$ cat src/rtl/ltc2308_ctrl.sv
// LTC2308 master: CONVST pulse, then 12 SCK cycles shifting cfg out on SDI and the result in from SDO.
// valid comes CONV_CYCLES+24*SCK_HALF cycles after CONVST rises; start is dropped unless ready is high.
module ltc2308_ctrl #(
    parameter int CONVST_HI   = 1,
    parameter int CONV_CYCLES = 81,
    parameter int SCK_HALF    = 1,
    parameter int CYC_CYCLES  = 110
) (
    input  logic        clk,
    input  logic        rst,
    input  logic        start,
    input  logic [5:0]  cfg,
    output logic        ready,
    output logic        valid,
    output logic [11:0] data,
    output logic [5:0]  data_cfg,
    output logic        data_cfg_ok,
    output logic        adc_convst,
    output logic        adc_sck,
    output logic        adc_sdi,
    input  logic        adc_sdo
);

    localparam int CNT_W = $clog2(CYC_CYCLES + 1);
    localparam int PH_W  = $clog2(SCK_HALF) + 1;

    localparam logic [CNT_W-1:0] HI_C    = CNT_W'(CONVST_HI);
    localparam logic [CNT_W-1:0] CONV_C  = CNT_W'(CONV_CYCLES);
    localparam logic [CNT_W-1:0] LAST_C  = CNT_W'(CYC_CYCLES - 1);
    localparam logic [PH_W-1:0]  PH_LAST = PH_W'(SCK_HALF - 1);

    if (CYC_CYCLES < CONV_CYCLES + 24 * SCK_HALF + 2 || CONVST_HI >= CONV_CYCLES ||
        CONVST_HI < 1 || SCK_HALF < 1) begin : g_bad_params
        $error("ltc2308_ctrl: inconsistent timing parameters");
    end

    typedef enum logic [1:0] {
        IDLE,
        CONV,
        SHIFT,
        HOLD
    } state_t;

    state_t           state, state_nxt;
    logic [CNT_W-1:0] cnt, cnt_nxt, cnt_inc;
    logic [PH_W-1:0]  ph, ph_nxt;
    logic [3:0]       bit_idx, bit_nxt;
    logic [5:0]       sdi_sr, sdi_sr_nxt;
    logic [11:0]      rx_sr;
    logic [5:0]       cfg_cur;
    logic [5:0]       cfg_prev;
    logic             prev_done;

    logic convst_nxt, sck_nxt, sdi_nxt;
    logic accept, sample, finish;

    always_comb begin
        state_nxt  = state;
        cnt_nxt    = cnt;
        ph_nxt     = ph;
        bit_nxt    = bit_idx;
        sdi_sr_nxt = sdi_sr;
        convst_nxt = 1'b0;
        sck_nxt    = 1'b0;
        sdi_nxt    = 1'b0;
        accept     = 1'b0;
        sample     = 1'b0;
        finish     = 1'b0;
        cnt_inc    = cnt + 1'b1;

        case (state)
            IDLE: begin
                if (start && ready) begin
                    accept     = 1'b1;
                    state_nxt  = CONV;
                    cnt_nxt    = '0;
                    sdi_sr_nxt = cfg;
                    convst_nxt = 1'b1;
                end
            end

            CONV: begin
                cnt_nxt    = cnt_inc;
                convst_nxt = (cnt_inc < HI_C);
                // The first SCK low phase starts at cnt == CONV_CYCLES, so SDI must be valid then.
                if (cnt_inc == CONV_C) begin
                    state_nxt = SHIFT;
                    ph_nxt    = '0;
                    bit_nxt   = '0;
                    sdi_nxt   = sdi_sr[5];
                end
            end

            SHIFT: begin
                cnt_nxt = cnt_inc;
                sck_nxt = adc_sck;
                sdi_nxt = adc_sdi;
                if (ph == PH_LAST) begin
                    ph_nxt = '0;
                    if (!adc_sck) begin
                        sck_nxt = 1'b1;
                        sample  = 1'b1;
                    end else if (bit_idx == 4'd11) begin
                        sck_nxt   = 1'b0;
                        sdi_nxt   = 1'b0;
                        finish    = 1'b1;
                        state_nxt = HOLD;
                    end else begin
                        sck_nxt    = 1'b0;
                        bit_nxt    = bit_idx + 4'd1;
                        sdi_nxt    = sdi_sr[4];
                        sdi_sr_nxt = {sdi_sr[4:0], 1'b0};
                    end
                end else begin
                    ph_nxt = ph + 1'b1;
                end
            end

            HOLD: begin
                cnt_nxt = cnt_inc;
                if (cnt == LAST_C) begin
                    state_nxt = IDLE;
                end
            end

            default: begin
                state_nxt = HOLD;
                cnt_nxt   = '0;
            end
        endcase
    end

    // Reset parks the FSM in HOLD at cnt 0, so the tCYC guard after reset reuses the frame tail.
    always_ff @(posedge clk) begin
        if (rst) begin
            state       <= HOLD;
            cnt         <= '0;
            ph          <= '0;
            bit_idx     <= '0;
            sdi_sr      <= '0;
            rx_sr       <= '0;
            cfg_cur     <= '0;
            cfg_prev    <= '0;
            prev_done   <= 1'b0;
            ready       <= 1'b0;
            valid       <= 1'b0;
            data        <= '0;
            data_cfg    <= '0;
            data_cfg_ok <= 1'b0;
            adc_convst  <= 1'b0;
            adc_sck     <= 1'b0;
            adc_sdi     <= 1'b0;
        end else begin
            state      <= state_nxt;
            cnt        <= cnt_nxt;
            ph         <= ph_nxt;
            bit_idx    <= bit_nxt;
            sdi_sr     <= sdi_sr_nxt;
            ready      <= (state_nxt == IDLE);
            valid      <= finish;
            adc_convst <= convst_nxt;
            adc_sck    <= sck_nxt;
            adc_sdi    <= sdi_nxt;
            if (accept) begin
                cfg_cur <= cfg;
            end
            if (sample) begin
                rx_sr <= {rx_sr[10:0], adc_sdo};
            end
            // The device answers with the conversion set up by the previous frame's SDI word.
            if (finish) begin
                data        <= rx_sr;
                data_cfg    <= cfg_prev;
                data_cfg_ok <= prev_done;
                cfg_prev    <= cfg_cur;
                prev_done   <= 1'b1;
            end
        end
    end

endmodule

$ cat config.mk
export PLATFORM = sky130hd
export DESIGN_NAME = ltc2308_ctrl
export DESIGN_NICKNAME = d
export VERILOG_FILES = /design/src/rtl/ltc2308_ctrl.sv
export SDC_FILE = /design/constraint.sdc
export NUM_CORES = 1
export LEC_CHECK = 0
export ABC_AREA = 1
export BUFFER_PORTS_ARGS = -buffer_cell sky130_fd_sc_hd__buf_4
export CAP_MARGIN = 20
export CORE_UTILIZATION = 25
export DETAILED_ROUTE_END_ITERATION = 8
export SLEW_MARGIN = 20
export SYNTH_ARGS = -nofsm -noshare
export SYNTH_HDL_FRONTEND = slang
export SYNTH_SLANG_ARGS = --single-unit
$ cat constraint.sdc
create_clock -name clk -period 2 [get_ports clk]
set_input_delay 0.1 -clock clk [delete_from_list [all_inputs] [get_ports clk]]
set_output_delay 0.1 -clock clk [all_outputs]
set_load 0.005 [all_outputs]
==> key figures <==
Status
  – Run status: finished clean

Pwr
  – Leak: 1.41 nW
  – Switching Fraction: 0.206
  – Peak VDD IR: 0.388 mV
  – Clk pwr share: 0.433
  – Reg power frac: 0.537
  – P_int: 2.02 mW
  – Net Sw Power: 0.523 mW
  – Pwr dens: 747 nW/um2
  – Combinational share of power: 0.029

Yosys
  – Warnings from Yosys: 0
  – Syn Area/Cell: roughly 7.7 um2
  – Post-synthesis cell type count: 25
  – Most frequent cells after synthesis: dfxtp_1 (68), nand2_1 (62), nor2_1 (44)
  – Part of the Yosys area used for sequential elements: 0.488
  – Biggest area consumer among synthesized cells: dfxtp_1
  – EDFF count, synth: 0
  – Syn nets: about 380
  – FFs w/ async S/R, synth: 0
  – Synth Flop Type: dfxtp_1
  – Yosys top cell area share: 0.488
  – Seq cells post-synth: 68
  – Synthesized area: approximately 2800 um2
  – Dominant cells by area after synthesis: dfxtp_1 (49%), nand2_1 (8.3%), o21ai_0 (6.3%), nor2_1 (5.9%), a21oi_1 (5.7%)
  – Most common cell in the netlist: dfxtp_1
  – Mapped Cells: roughly 360

STA
  – Setup violators final: 0
  – Fin crit period: 1.73 ns
  – Final setup TNS: 0 ns
  – Fin crit share: 0.864
  – Relative slew slack: 0.686
  – Fin. Hold Viols: 0
  – Worst-margin pin slew: 0.470 ns
  – Unrepaired setup endpoints after global routing: no
  – Layout Skew: 0.00933 ns
  – Max Clock Freq: around 580 MHz
  – Final Max Slew Viols: 0

Placed design
  – Port Buffers: 33
  – DP HPWL: 4370 um
  – RD Place Congestion: 0.829

Critical path
  – Crit Path Category: flop to flop
  – Crit path DAT: 1.99 ns
  – Critical path endpoint: sdi_sr[4]$_SDFFE_PP0P_
  – Critical path depth: 9
  – Critical Path Most Common Cell: inv_2
  – Critical path buffers and inverters: 3
  – Reg2Reg Depth: 9
  – Flop-to-flop setup slack: about 0.27 ns
  – Slowest cell delay on critical path: approximately 0.4 ns
  – CP Max Fanout: 11
  – R2r endpoint: sdi_sr[4]$_SDFFE_PP0P_
  – Critical Path Source: state[0]$_SDFF_PP1_
  – Worst Setup End Kind: flop
  – CP cell instances: inv_1 -> ha_1 -> inv_2 -> nor2_1 -> a21oi_1 -> nand3_1 -> inv_2 -> o21ai_0 -> a31oi_1
  – CP Data Required Time: 2.26 ns
  – Delay-heaviest family, CP: compound AO/OA/AOI/OAI gates
  – Reg-to-reg startpoint: state[0]$_SDFF_PP1_
  – Critical path's slowest cell: dfxtp_1
  – Worst setup SP type: flop

Cells and area
  – Fillers: between 1k and 1.5k
  – Final #Nets: 419
  – Share of layout cells above drive strength 1: 0.166
  – Area grow syn2layout: 21.9%
  – Finished Core Util: 0.314
  – Ant. Diodes: 0

Global route
  – Largest net degree at the start of global routing: 33
  – Via count of the first global-routing pass: 2339
  – Antenna violations before repair: 0
  – First-pass GRT wire length: 10700 um
  – GRT Resource Usage Total: 0.118
  – Global route overflow: 0

Clock network
  – CTS tree: built
  – CTS clock-pin slew for the worst setup and hold paths: 0.07 ns
  – Clock latency at the later pin of the worst-skew pair: roughly 0.34 ns
  – Root buf cell: clkbuf_8
  – TritonCTS Buffers: 9
  – H-tree Lvls: 3
  – Max Root-Sink Buffers: 2
  – Num Clock Sinks: 68

Flow run
  – Max-Cap Viols: 0

Die
  – Core Rows: 38
  – Die H: 108 um
  – Total die area: about 12000 um2
  – Die W: approximately 110 um
  – IO Pins: 34
  – Core area: 10800 um2
  – Starting density of the core: 0.257

Detailed routing
  – Total detailed-routing wirelength: 6200 um
  – DRT antenna net count: 0
  – DR iter-0 viols: 153
  – DR pass1 iterations: 4
  – Routed wire per std cell: 11.4 um
  – Vias per std cell: 4.47
  – Remaining DRCs: 0
  – Via count: 2428

Min path
  – Hold Path Class: input port to flop
## state kept, by name, indices dropped and copies added, names as in the netlist, 2 cells and up
register  count
cfg_cur       6
data         12
sdi_sr        6
state         2
rx_sr        12
bit_idx       4
cfg_prev      6
cnt           7
data_cfg      6
## power groups by stage
stage | Combinational, mW | Sequential (mW) | Clock [mW]
6_report | 0.0740 | 1.36 | 1.10
5_1_grt | 0.0839 | 1.36 | 1.20
4_1_cts | 0.0747 | 1.36 | 1.14
3_5_place_dp | 0.0727 | 1.40 | 0
3_3_place_gp | 0.0723 | 1.40 | 0
2_1_floorplan | 0.0398 | 1.40 | 0
## timing repair
action | 4_1_cts | 5_1_grt
setup buffers | 0 | 0
resized for setup | 0 | 2
setup endpoints to repair | 0 | 3
endpoints found under the hold margin | 1 | 0
hold buffers | 1 | 0
## metrics by stage
stage | total power, mW | instance area [um2] | instances | worst slack, ns | hold slack [ns]
floorplan | 1.44 | 2790 | 364 | 0.328 | 0.178
global placement | 1.47 | 3200 | 528 | 0.202 | 0.329
detailed placement | 1.47 | 3200 | 528 | 0.221 | 0.323
CTS | 2.57 | 3400 | 543 | 0.206 | 0.0332
global route | 2.65 | 3400 | 543 | 0.0449 | 0.0446
finish | 2.54 | 3400 | 543 | 0.272 | 0.0464
## worst min-delay path by stage
stage / start / slack [ns] / cells after the start / to
2_1_floorplan: rst / 0.18 / 1 / cnt[0]$_SDFFE_PP0N_
5_1_grt: cfg[3] / 0.04 / 3 / sdi_sr[3]$_SDFFE_PP0P_
6_report: cfg[2] / 0.05 / 3 / sdi_sr[2]$_SDFFE_PP0P_
4_1_cts: cfg[2] / 0.03 / 3 / sdi_sr[2]$_SDFFE_PP0P_
3_5_place_dp: adc_sdo / 0.32 / 3 / rx_sr[0]$_SDFFE_PP0P_
3_3_place_gp: adc_sdo / 0.33 / 3 / rx_sr[0]$_SDFFE_PP0P_
## worst register-to-register path: cells and delay by family (launching register included)
kind,cells,cell delay (ns)
AND/OR/NAND/NOR,2,0.20
AO/OA/AOI/OAI,3,0.41
flip-flops,1,0.40
buffers and inverters,3,0.37
adder cells (fa/ha/maj),1,0.28
## per-layer routing
layer,track usage,share of wire,vias up
li1,-,-,1256
met1,0.145,0.48,1103
met2,0.191,0.46,55
met3,0.0327,0.043,14
met4,0.0519,0.018,0
met5,0,0,-
## cells by family (layout without fill, tap and decap cells)
kind of cell	after synthesis	after routing	synth area share
and+or+nand+nor	143	143	0.220
AOI/OAI and AO/OA	87	87	0.169
DFF	68	68	0.488
buffers and inverters	55	94	0.0771
adders and majority gates	9	9	0.0404
xor gates and xnor gates	2	2	0.00628
## cell usage in the layout (no fill, tap or decap)
| cell | Yosys | routed |
|---|---|---|
| a211oi_1 | 1 | 1 |
| a21oi_1 | 32 | 32 |
| a21oi_4 | 1 | 1 |
| a31oi_1 | 6 | 6 |
| buf_4 | 0 | 40 |
| bufinv_16 | 0 | 1 |
| clkbuf_1 | 7 | 1 |
| clkbuf_8 | 0 | 11 |
| clkinv_2 | 0 | 1 |
| dfxtp_1 | 68 | 68 |
| dlygate4sd3_1 | 0 | 1 |
| ha_1 | 9 | 9 |
| inv_1 | 37 | 36 |
| inv_2 | 2 | 3 |
| nand2_1 | 62 | 62 |
| nand2_2 | 4 | 4 |
| nand2_4 | 2 | 2 |
| nand3_1 | 23 | 23 |
| nand4_1 | 2 | 2 |
| nor2_1 | 44 | 44 |
| nor2_2 | 3 | 2 |
| nor2_4 | 1 | 2 |
| nor3_1 | 2 | 2 |
| o21ai_0 | 35 | 35 |
| o21ai_1 | 1 | 1 |
| o22ai_1 | 11 | 11 |
| xnor2_1 | 1 | 1 |
| xor2_1 | 1 | 1 |
## layout make-up
| cell class | instances | area (um2) | share of cell area |
|---|---|---|---|
| Clock buffer | 12 | 155 | 0.0456 |
| Inverter | 39 | 146 | 0.0430 |
| Sequential cell | 68 | 1360 | 0.400 |
| Multi-Input combinational cell | 241 | 1220 | 0.358 |
| Tap cell | 140 | 175 | 0.0515 |
| Clock inverter | 2 | 35.0 | 0.0103 |
| Timing Repair Buffer | 41 | 310 | 0.0912 |
Power figures use the tool's default switching activity.
